### src/rtl/engine_pkg.sv
// engine_pkg: shared constants and types for the dot-product sequencer.
// Holds lane/width constants, plane bookkeeping and the FSM state enum.
package engine_pkg;

    localparam int LANES        = 4;
    localparam int DATA_W       = 16;
    localparam int WGT_W        = 5;
    localparam int NUM_PLANES   = WGT_W;
    localparam int SIGN_PLANE   = WGT_W - 1;
    localparam int SHIFT_W      = 3;
    localparam int FLUSH_CYCLES = 2;

    typedef enum logic [2:0] {
        IDLE,
        INIT,
        ISSUE,
        FLUSH,
        RESP
    } seq_state_t;

endpackage

### src/rtl/engine_plane_mask.sv
// engine_plane_mask: per-lane select of activation or zero from one weight bit.
// Ports: act/wgt packed lanes, plane index, enable; pp = masked partial products.
module engine_plane_mask #(
    parameter int LANES   = engine_pkg::LANES,
    parameter int DATA_W  = engine_pkg::DATA_W,
    parameter int WGT_W   = engine_pkg::WGT_W,
    parameter int SHIFT_W = engine_pkg::SHIFT_W
) (
    input  logic [LANES*DATA_W-1:0] act,
    input  logic [LANES*WGT_W-1:0]  wgt,
    input  logic [SHIFT_W-1:0]      plane,
    input  logic                    en,
    output logic [LANES*DATA_W-1:0] pp
);
    import engine_pkg::*;

    for (genvar j = 0; j < LANES; j++) begin : g_lane
        logic [WGT_W-1:0] w;
        logic             sel;

        assign w = wgt[j*WGT_W +: WGT_W];
        // Out-of-range plane indices select nothing.
        assign sel = en && (int'(plane) < WGT_W) && w[plane];
        assign pp[j*DATA_W +: DATA_W] =
            sel ? act[j*DATA_W +: DATA_W] : '0;
    end

endmodule

### src/rtl/engine_dotp_sequencer.sv
// engine_dotp_sequencer: bit-serial operand sequencer feeding the accumulator.
// Ports: req_* request in, pp_data/shift_amount/acc_init to adder, acc_sum back, rsp_* out.
module engine_dotp_sequencer #(
    parameter int LANES  = engine_pkg::LANES,
    parameter int DATA_W = engine_pkg::DATA_W,
    parameter int WGT_W  = engine_pkg::WGT_W
) (
    input  logic                             clk,
    input  logic                             rst,
    input  logic                             req_valid,
    output logic                             req_ready,
    input  logic [LANES*DATA_W-1:0]          req_act,
    input  logic [LANES*WGT_W-1:0]           req_wgt,
    output logic [LANES*DATA_W-1:0]          pp_data,
    output logic [engine_pkg::SHIFT_W-1:0]   shift_amount,
    output logic                             acc_init,
    input  logic [DATA_W-1:0]                acc_sum,
    output logic                             rsp_valid,
    input  logic                             rsp_ready,
    output logic [DATA_W-1:0]                rsp_sum
);
    import engine_pkg::*;

    localparam logic [SHIFT_W-1:0] LAST_PLANE = SHIFT_W'(WGT_W - 1);

    seq_state_t state;
    seq_state_t state_nx;

    logic [SHIFT_W-1:0]      plane_q;
    logic                    flush_q;
    logic [LANES*DATA_W-1:0] act_q;
    logic [LANES*WGT_W-1:0]  wgt_q;
    logic [SHIFT_W-1:0]      shift_q;
    logic [DATA_W-1:0]       rsp_sum_q;
    logic                    issue_en;
    logic                    capture;
    logic                    last_plane;
    logic                    last_flush;

    assign last_plane = (plane_q == LAST_PLANE);
    assign last_flush = flush_q;

    // State register
    always_ff @(posedge clk or posedge rst) begin
        if (rst) begin
            state <= IDLE;
        end else begin
            state <= state_nx;
        end
    end

    // Next-state logic
    always_comb begin
        state_nx = state;
        unique case (state)
            IDLE:    if (req_valid) state_nx = INIT;
            INIT:    state_nx = ISSUE;
            ISSUE:   if (last_plane) state_nx = FLUSH;
            FLUSH:   if (last_flush) state_nx = RESP;
            RESP:    if (rsp_ready) state_nx = IDLE;
            default: state_nx = IDLE;
        endcase
    end

    // Output decode
    always_comb begin
        req_ready = 1'b0;
        acc_init  = 1'b0;
        issue_en  = 1'b0;
        rsp_valid = 1'b0;
        capture   = 1'b0;
        unique case (state)
            IDLE:    req_ready = 1'b1;
            INIT:    acc_init  = 1'b1;
            ISSUE:   issue_en  = 1'b1;
            FLUSH:   capture   = last_flush;
            RESP:    rsp_valid = 1'b1;
            default: req_ready = 1'b0;
        endcase
    end

    // Operand capture, plane/flush counters, delayed shift, result register
    always_ff @(posedge clk or posedge rst) begin
        if (rst) begin
            act_q     <= '0;
            wgt_q     <= '0;
            plane_q   <= '0;
            flush_q   <= 1'b0;
            shift_q   <= '0;
            rsp_sum_q <= '0;
        end else begin
            if (req_ready && req_valid) begin
                act_q <= req_act;
                wgt_q <= req_wgt;
            end
            if (issue_en && !last_plane) begin
                plane_q <= plane_q + SHIFT_W'(1);
            end else begin
                plane_q <= '0;
            end
            flush_q <= (state == FLUSH) && !flush_q;
            // The adder registers data one cycle before shifting it.
            shift_q <= issue_en ? plane_q : '0;
            if (capture) begin
                rsp_sum_q <= acc_sum;
            end
        end
    end

    engine_plane_mask #(
        .LANES   (LANES),
        .DATA_W  (DATA_W),
        .WGT_W   (WGT_W),
        .SHIFT_W (SHIFT_W)
    ) u_mask (
        .act   (act_q),
        .wgt   (wgt_q),
        .plane (plane_q),
        .en    (issue_en),
        .pp    (pp_data)
    );

    assign shift_amount = shift_q;
    assign rsp_sum      = rsp_sum_q;

endmodule

### config.mk
export PLATFORM = sky130hd
export DESIGN_NAME = engine_dotp_sequencer
export DESIGN_NICKNAME = d
export VERILOG_FILES = /design/src/rtl/engine_pkg.sv /design/src/rtl/engine_plane_mask.sv /design/src/rtl/engine_dotp_sequencer.sv
export SDC_FILE = /design/constraint.sdc
export NUM_CORES = 1
export LEC_CHECK = 0
export BUFFER_PORTS_ARGS = -buffer_cell sky130_fd_sc_hd__buf_2
export CORE_UTILIZATION = 40
export CTS_CLUSTER_SIZE = 24
export DETAILED_ROUTE_END_ITERATION = 8
export PLACE_DENSITY = 0.7
export SLEW_MARGIN = 20
export SYNTH_ARGS = -nofsm -noshare
export SYNTH_HDL_FRONTEND = slang
export SYNTH_SLANG_ARGS = --single-unit
### constraint.sdc
create_clock -name clk -period 3.3 [get_ports clk]
set_input_delay 0.66 -clock clk [delete_from_list [all_inputs] [get_ports clk]]
set_output_delay 0.66 -clock clk [all_outputs]
set_load 0.005 [all_outputs]
### After elaboration in Yosys (flattened, before gate mapping)

Index checks and enable logic that the tools add are counted.

* output and inout port bits: 86
* logic and storage cells: 55
* bits in registers: 110

* reduce and logical (&&, ||, !) cells: 12
* $lt $le $gt $ge: 2
* equality and inequality tests: 9
* muxes and demuxes: 24
* add/sub/neg operators: 1

Operators by type and width (count)
* two-way mux 16 bit: 4
* two-way mux 3 bit: 6
* case mux 3 bit (5 select lines): 1
* binary-select mux 1 bit (select 3 bit): 4
* two-way mux 1 bit: 9
* logical AND 1 bit: 8
* != test 2 bit (second input constant): 4
* == test 3 x 2 -> 1 bit (second input constant): 2
* == test 3 bit (second input constant): 2
* less-than comparator 3 x 4 -> 1 bit (second input constant): 1
* AND reduction 4 bit: 1
* adder 3 x 1 -> 3 bit (second input constant): 1
* == test 3 x 1 -> 1 bit (second input constant): 1
* logical NOT 3 bit: 1
* less-than comparator 3 bit (second input constant): 1
* logical NOT 1 bit: 2

### Depth between registers and ports, before layout

Gate-level depths: netlist of run 1.

* depth in word-level cells: 5
* mapped depth: 6

### By module

From an unflattened synthesis of run 1, not the netlist that was laid out.

* cell total of the unflattened synthesis: 412
* area, all modules: 5238.8 µm²

By module, submodules not included
* engine_dotp_sequencer: area each 4194.0 µm², times used 1, cells an instance 249
* engine_plane_mask: area each 1044.8 µm², times used 1, cells an instance 163

### Worst setup path before layout of run 1

No wires, ideal clock.

* path type: reg2out
* from: register plane_q[2]
* to: output pp_data[0]
* required time: 2.640 ns
* setup slack: 1.177 ns
* cell stages (with the launch flop): 6
* path buffers: 2
* data arrival time: 1.463 ns
* path through: dfrtp_1 buf_6 nand2b_1 a211oi_2 buf_4 nor3_2

* cells in the longest elaborated chain, start to end: 4

RTL lines
* start, declared: RTL line engine_dotp_sequencer.sv:29 `logic [SHIFT_W-1:0] plane_q;`
* start signal, assigned: RTL line engine_dotp_sequencer.sv:97 `plane_q <= plane_q + SHIFT_W'(1);`
* binary-select mux 1 bit (select 3 bit) / less-than comparator 3 bit (equally long branches): RTL line engine_plane_mask.sv:23 `assign sel = en && (int'(plane) < WGT_W) && w[plane];`
* two-way mux 1 bit (implied by the code) / logical AND 1 bit (equally long branches): RTL line engine_plane_mask.sv:23
* logical AND 1 bit (*): RTL line engine_plane_mask.sv:23
* two-way mux 16 bit (*): RTL line engine_plane_mask.sv:25 `sel ? act[j*DATA_W +: DATA_W] : '0;`
* end, declared: RTL line engine_dotp_sequencer.sv:14 `output logic [LANES*DATA_W-1:0] pp_data,`

Every way passes the cells marked *; elsewhere a longest branch is shown, timed or not. The select of a mux whose other input is x is not followed.

### Final worst setup path of run 1

* from: register plane_q[2]
* to: output pp_data[20]

Same word-level chain as after synthesis.

==> run summary, run 1 <==
Final Skew = 5.175 ps
Post-CTS Repair Setup Buffers = 0
most area-hungry cell type in the Yosys netlist = dfrtp_1
io pins = 190
post-cts resize count = 0
max_cap viols = 0
die height = 117.0 microns
Ant. Diodes = 0
final setup fails = 0
CP required = 2640 ps
Die Area = 13680 sq um
CTS clk-pin slew, worst paths = 70 ps
Num CTS Buffers = 9
pin count of the biggest net entering global routing = 111
Min Hold Slack = 437.9 ps
post-synth cell types = 32
Root Buffer = clkbuf_16
total power = 6034 uW
Clock Tree Buf Depth = 2
Layout Area Growth over Synthesis = 25.51%
setup tns final = 0 ps
highest clock rate = 329.3 MHz
worst-path fanout max = 16
Slew headroom = 39.17%
global route hottest layer = met2
worst vdd ir = 408.7 uV
reg2reg path depth = 4
Vias/cell = 4.956
Post-synth ARST share = 100.0%
crit start category = register
DR vias = 3841
met1 usage = 22.17%
met2 Track Usage GR = 29.66%
vias in the first global route = 3717
status = finished clean
initial antenna violation count = 0
Placeable Area = 12770 sq um
Wirelength per Cell = 15.19 microns
Synth top area share = 52.07%
Total Routing Usage GR = 17.63%
post-route minimum period = 3037 ps
sequential share of the synthesized area = 52.07%
Hold Vio Cnt, Final = 0
Total Routed Length = 11770 microns
unrepaired setup endpoints after global routing = no
CTS H-Tree Depth = 3
hpwl dp = 8483 microns
global-route wire length before repair = 18330 microns
M3 GR Usage = 3.502%
clock latency on the worst-skew pair = 350 ps
# nets final = 704
Setup WS post-layout = 263.3 ps
Power Density = 909.4 nW/um^2
dominant cell by count in the synthesized netlist = dfrtp_1
GRT overflow = 0
CTS Hold Buffers Added = 0
Syn Nets = 527
Starting Density = 41.39%
pre-CTS WS = 619.6 ps
CP arrival = 2380 ps
final core utilization = 51.94%
Rows = 41
Commonest cells post-synth = dfrtp_1 (110), mux2_2 (94), nand2_1 (51)
Post-Synthesis Cells = 421
Setup crit end kind = output pin
synthesized area = 5286 sq um
drt pass-1 iters = 4
port bufs = 189
routability cong. = 0.7460
YS warnings = 0
Die X = 117.0 microns
register bit count reported by yosys = 110
critical path class = reg2out
Final Cycle Share = 92.02%
Leakage = 0.003206 uW
share of cells above drive strength 1 = 57.71%
top post-synthesis cells by area = dfrtp_1 (52%), mux2_2 (20%), nor3_2 (5.7%), nand2_1 (3.6%), buf_6 (2.6%)
fin. max-slew vios = 0
Iter 0 DRT Violations = 102
EDFF count, synth = 0
DR DRC count = 0
Syn Area/Cell = 12.56 sq um
Synth Flop Type = dfrtp_1
hold crit path type = in2async
clock sinks = 110
Slew @ Worst Pin = 910.3 ps
Post-DRT Antenna Nets = 0
CTS tree = done
==> registers in the layout (all words and copies together), names as in the netlist <==
| register | flops |
|---|---|
| plane_q | 3 |
| act_q | 64 |
| state | 3 |
| flush_q | 1 |
| shift_amount | 3 |
| wgt_q | 20 |
| rsp_sum | 16 |
==> cell usage in the layout, fill, tap and decap left out, types with 2 or more instances in the layout <==
master / netlist / layout
nor2_1: 4 / 4
inv_1: 4 / 3
clkinv_4: 0 / 2
dfrtp_1: 110 / 110
a21oi_1: 16 / 16
buf_2: 5 / 189
ha_1: 2 / 2
o311ai_4: 3 / 3
nor2b_1: 4 / 4
mux2_2: 94 / 94
a211oi_2: 3 / 3
nand2_1: 51 / 51
buf_12: 0 / 2
nand3_1: 17 / 17
nand2b_1: 5 / 5
bufinv_16: 0 / 2
nor3_1: 21 / 21
mux2_1: 10 / 10
buf_4: 5 / 6
and2_1: 3 / 3
and3_1: 2 / 2
inv_6: 0 / 3
clkbuf_16: 0 / 9
nor3_2: 30 / 30
==> power breakdown <==
group          internal (uW)  switching, uW  total (uW)
Combinational           1280           1170        2450
Sequential              2010            386        2400
Clock                    677            508        1180
Total                   3970           2060        6030
==> logic make-up after synthesis <==
family          synth area share, %
compound gates                4.450
xor+xnor                     0.1657
fa+ha+maj                    0.4733
buf+inv                       4.663
flops                         52.07
mux                           22.34
simple gates                  15.83
==> critical path, stage by stage (launching register included) <==
cell and delay, ps:
dfrtp_1 760, nand2b_1 340, o32a_1 590, a21oi_1 180, buf_2 170
==> layer usage <==
layer  up-vias  wire [microns]  share of wire (%)
li1       1831               -                  -
met1      1877            5261                 45
met2       119            5755                 49
met3        14             542                4.6
met4         0             213                1.8
met5         -               0                  0
==> through the flow <==
stage               instances  cell area, sq um
global route              775              6635
detailed placement        759              6306
floorplan                 421              5290
CTS                       775              6635
global placement          759              6306
finish                    775              6635
==> worst paths after layout <==
path | from | end | slack (ps)
worst max-delay path | plane_q[2]$_DFF_PP0_ | pp_data[20] | 260
worst min-delay path | rst | act_q[21]$_DFFE_PP0P_ | 440
worst max register to register | state[0]$_DFFE_PP0P_ | act_q[39]$_DFFE_PP0P_ | 1180
worst min register to register | act_q[24]$_DFFE_PP0P_ | act_q[24]$_DFFE_PP0P_ | 490
max in group asynchronous | rst | wgt_q[11]$_DFFE_PP0P_ | 2350
min in group clk | act_q[24]$_DFFE_PP0P_ | act_q[24]$_DFFE_PP0P_ | 490
==> final cells by class <==
type	count	area (sq um)
flip-flops and latches	110	2753
repair buffers	197	1031
multi-input cells	276	2288
well taps	172	215.2
clock buffers	9	225.2
clock inverters	7	103.9
inverters	4	18.77
fillers	1164	6138
Power figures use the tool's default switching activity.
==> run 2, diff against run 1 <==
--- a/config.mk
+++ b/config.mk
@@ -5,11 +5,13 @@
 export SDC_FILE = /design/constraint.sdc
 export NUM_CORES = 1
 export LEC_CHECK = 0
+export ABC_AREA = 1
 export BUFFER_PORTS_ARGS = -buffer_cell sky130_fd_sc_hd__buf_2
-export CORE_UTILIZATION = 40
+export CORE_UTILIZATION = 36
+export CTS_CLUSTER_DIAMETER = 60
 export CTS_CLUSTER_SIZE = 24
 export DETAILED_ROUTE_END_ITERATION = 8
-export PLACE_DENSITY = 0.7
+export PLACE_DENSITY = 0.65
 export SLEW_MARGIN = 20
 export SYNTH_ARGS = -nofsm -noshare
 export SYNTH_HDL_FRONTEND = slang
==> run summary, run 2 <==
status = finished clean
setup tns final = 0 ps
Synth Flop Type = dfrtp_1
Placement Cell Area = 6020 sq um
max_cap viols = 0
worst-path fanout max = 16
fin. max-slew vios = 0
Ant. Diodes = 0
Final Cycle Share = 82.60%
final core utilization = 47.41%
slowest stage delay, CP = 520 ps
hold crit path type = reg2reg
post-synth cell types = 24
EDFF count, synth = 0
filler instances = 1356
max reg flops = 64
leading cell type in the layout, fill and taps excluded = buf_2
pin count of the biggest net entering global routing = 58
most area-hungry cell type in the Yosys netlist = dfrtp_1
io pins = 190
CTS H-Tree Depth = 3
vias in the first global route = 4143
global-route wire length before repair = 19180 microns
critical path class = reg2out
Logic pwr share = 41.3%
DR vias = 4186
Setup crit end kind = output pin
Int Power = 3553 uW
DR DRC count = 0
Power Density = 904.1 nW/um^2
reg2reg path depth = 5
CTS Hold Buffers Added = 0
placed cell count = 929
drt pass-1 iters = 4
Die Area = 14270 sq um
most frequent cells in the layout = buf_2 (189), nor2_1 (152), dfrtp_1 (110)
Clock Tree Buf Depth = 2
share of cells above drive strength 1 = 32.51%
Post-Synthesis Cells = 586
Slew @ Worst Pin = 865.8 ps
Leakage = 0.003684 uW
CTS clk-pin slew, worst paths = 70 ps
Finished Layout Cells = 945
CP arrival = 2070 ps
Vias/cell = 4.430
port bufs = 189
Final Skew = 6.345 ps
final setup fails = 0
Slew headroom = 42.16%
register bit count reported by yosys = 110
top post-synthesis cells by area = dfrtp_1 (55%), nor2_1 (11%), nand2_1 (6.1%), inv_1 (6.0%), a21oi_2 (4.8%)
post-route minimum period = 2726 ps
Num CTS Buffers = 9
switching power = 2169 uW
initial antenna violation count = 0
Total Routing Usage GR = 16.98%
Syn Nets = 692
Iter 0 DRT Violations = 218
Rows = 42
CTS tree = done
highest clock rate = 366.8 MHz
Post-DRT Antenna Nets = 0
largest reg by FF count = act_q
Layout Area Growth over Synthesis = 27.41%
Min Hold Slack = 466.6 ps
worst vdd ir = 355.0 uV
Wirelength per Cell = 12.06 microns
YS warnings = 0
crit start category = register
GRT overflow = 0
clock network power share = 19.8%
Starting Density = 37.21%
clock sinks = 110
CP required = 2640 ps
finished layout cell area = 6329 sq um
Syn Area/Cell = 8.477 sq um
Synth top area share = 55.42%
Switching Fraction = 37.90%
worst path cell trace = inv_2, nand2_1, nand2_1, nand3_2, nor2_1, nand2_2, nor2_1, buf_2
Root Buffer = clkbuf_16
Seq pwr share = 38.9%
clock latency on the worst-skew pair = 350 ps
# nets final = 870
sequential share of the synthesized area = 55.42%
Die X = 119.5 microns
Total Routed Length = 11400 microns
Commonest cells post-synth = nor2_1 (152), dfrtp_1 (110), nand2_1 (81)
routability cong. = 0.8109
die height = 119.5 microns
hold depth = 2
synthesized area = 4967 sq um
dominant cell by count in the synthesized netlist = nor2_1
post-cts resize count = 0
Hold Vio Cnt, Final = 0
Post-synth ARST share = 100.0%
Placeable Area = 13350 sq um
hpwl dp = 8323 microns
Critical Path Slowest Stage Cell = dfrtp_1
unrepaired setup endpoints after global routing = no
Post-CTS Repair Setup Buffers = 0
-- run 2: cell count changes in the layout (fill, tap and decap cells not counted), moves of 10 or more --
cell	before	now
nor3_1	21	1
nand3_1	17	37
a21oi_1	16	46
mux2_1	10	0
a21oi_2	0	27
inv_1	3	79
nor2_1	4	152
nand2_1	51	81
mux2_2	94	0
nor3_2	30	0
-- run 2: final cells by class --
class	count	area (sq um)	area share, %
clock buffer	13	240.2	3.796
timing repair buffer	196	1023	16.17
multi-input combinational	364	1708	26.99
tap	176	220.2	3.480
sequential	110	2753	43.50
inverter	83	315.3	4.982
clock inverter	3	68.82	1.087
-- run 2: critical path: cells and delay by family (launching register included) --
family | cells | cell delay, ps
flip-flops | 1 | 520
buffers and inverters | 2 | 330
AND/OR/NAND/NOR | 6 | 880
-- run 2: cells by family (layout without fill, tap and decap cells) --
| group | Yosys count | count (layout) | synth area share, % |
|---|---|---|---|
| buffers and inverters | 112 | 295 | 10.30 |
| DFF | 110 | 110 | 55.42 |
| AOI/OAI and AO/OA | 78 | 78 | 10.15 |
| and+or+nand+nor | 283 | 283 | 23.45 |
| xor gates and xnor gates | 1 | 1 | 0.1764 |
| adders and majority gates | 2 | 2 | 0.5037 |
-- run 2: per-stage QoR --
step | setup slack, ps | total power, uW
after floorplan | 1311 | 3811
after global placement | 1008 | 4599
after detailed placement | 913.0 | 4648
after CTS | 529.6 | 5809
after global routing | 341.1 | 6261
final | 574.1 | 5722
-- run 2: metal layers --
layer / part of all wire (%) / wire [microns] / track usage [%] / vias up
met5: 0 / 0 / 0 / -
met4: 1.2 / 138 / 5.391 / 0
met3: 6.7 / 768 / 3.784 / 10
met2: 44 / 4995 / 26.59 / 141
met1: 48 / 5495 / 23.31 / 1892
li1: - / - / - / 2143
-- run 2: power groups by stage --
stage / Combinational [uW] / Clock (uW) / Sequential (uW)
3_5_place_dp: 2410 / 0 / 2240
5_1_grt: 2740 / 1220 / 2300
4_1_cts: 2410 / 1180 / 2220
6_report: 2360 / 1130 / 2220
3_3_place_gp: 2370 / 0 / 2230
2_1_floorplan: 1640 / 0 / 2170
-- run 2: final timing paths --
check / slack [ps] / end / from
worst max-delay path: 570 / pp_data[54] / plane_q[0]$_DFF_PP0_
max in group asynchronous: 2080 / act_q[43]$_DFFE_PP0P_ / rst
worst max register to register: 1070 / act_q[53]$_DFFE_PP0P_ / state[1]$_DFFE_PP0P_
min in group asynchronous: 480 / act_q[1]$_DFFE_PP0P_ / rst
worst min-delay path: 470 / rsp_sum[15]$_DFFE_PP0P_ / rsp_sum[15]$_DFFE_PP0P_
worst min register to register: 470 / rsp_sum[15]$_DFFE_PP0P_ / rsp_sum[15]$_DFFE_PP0P_
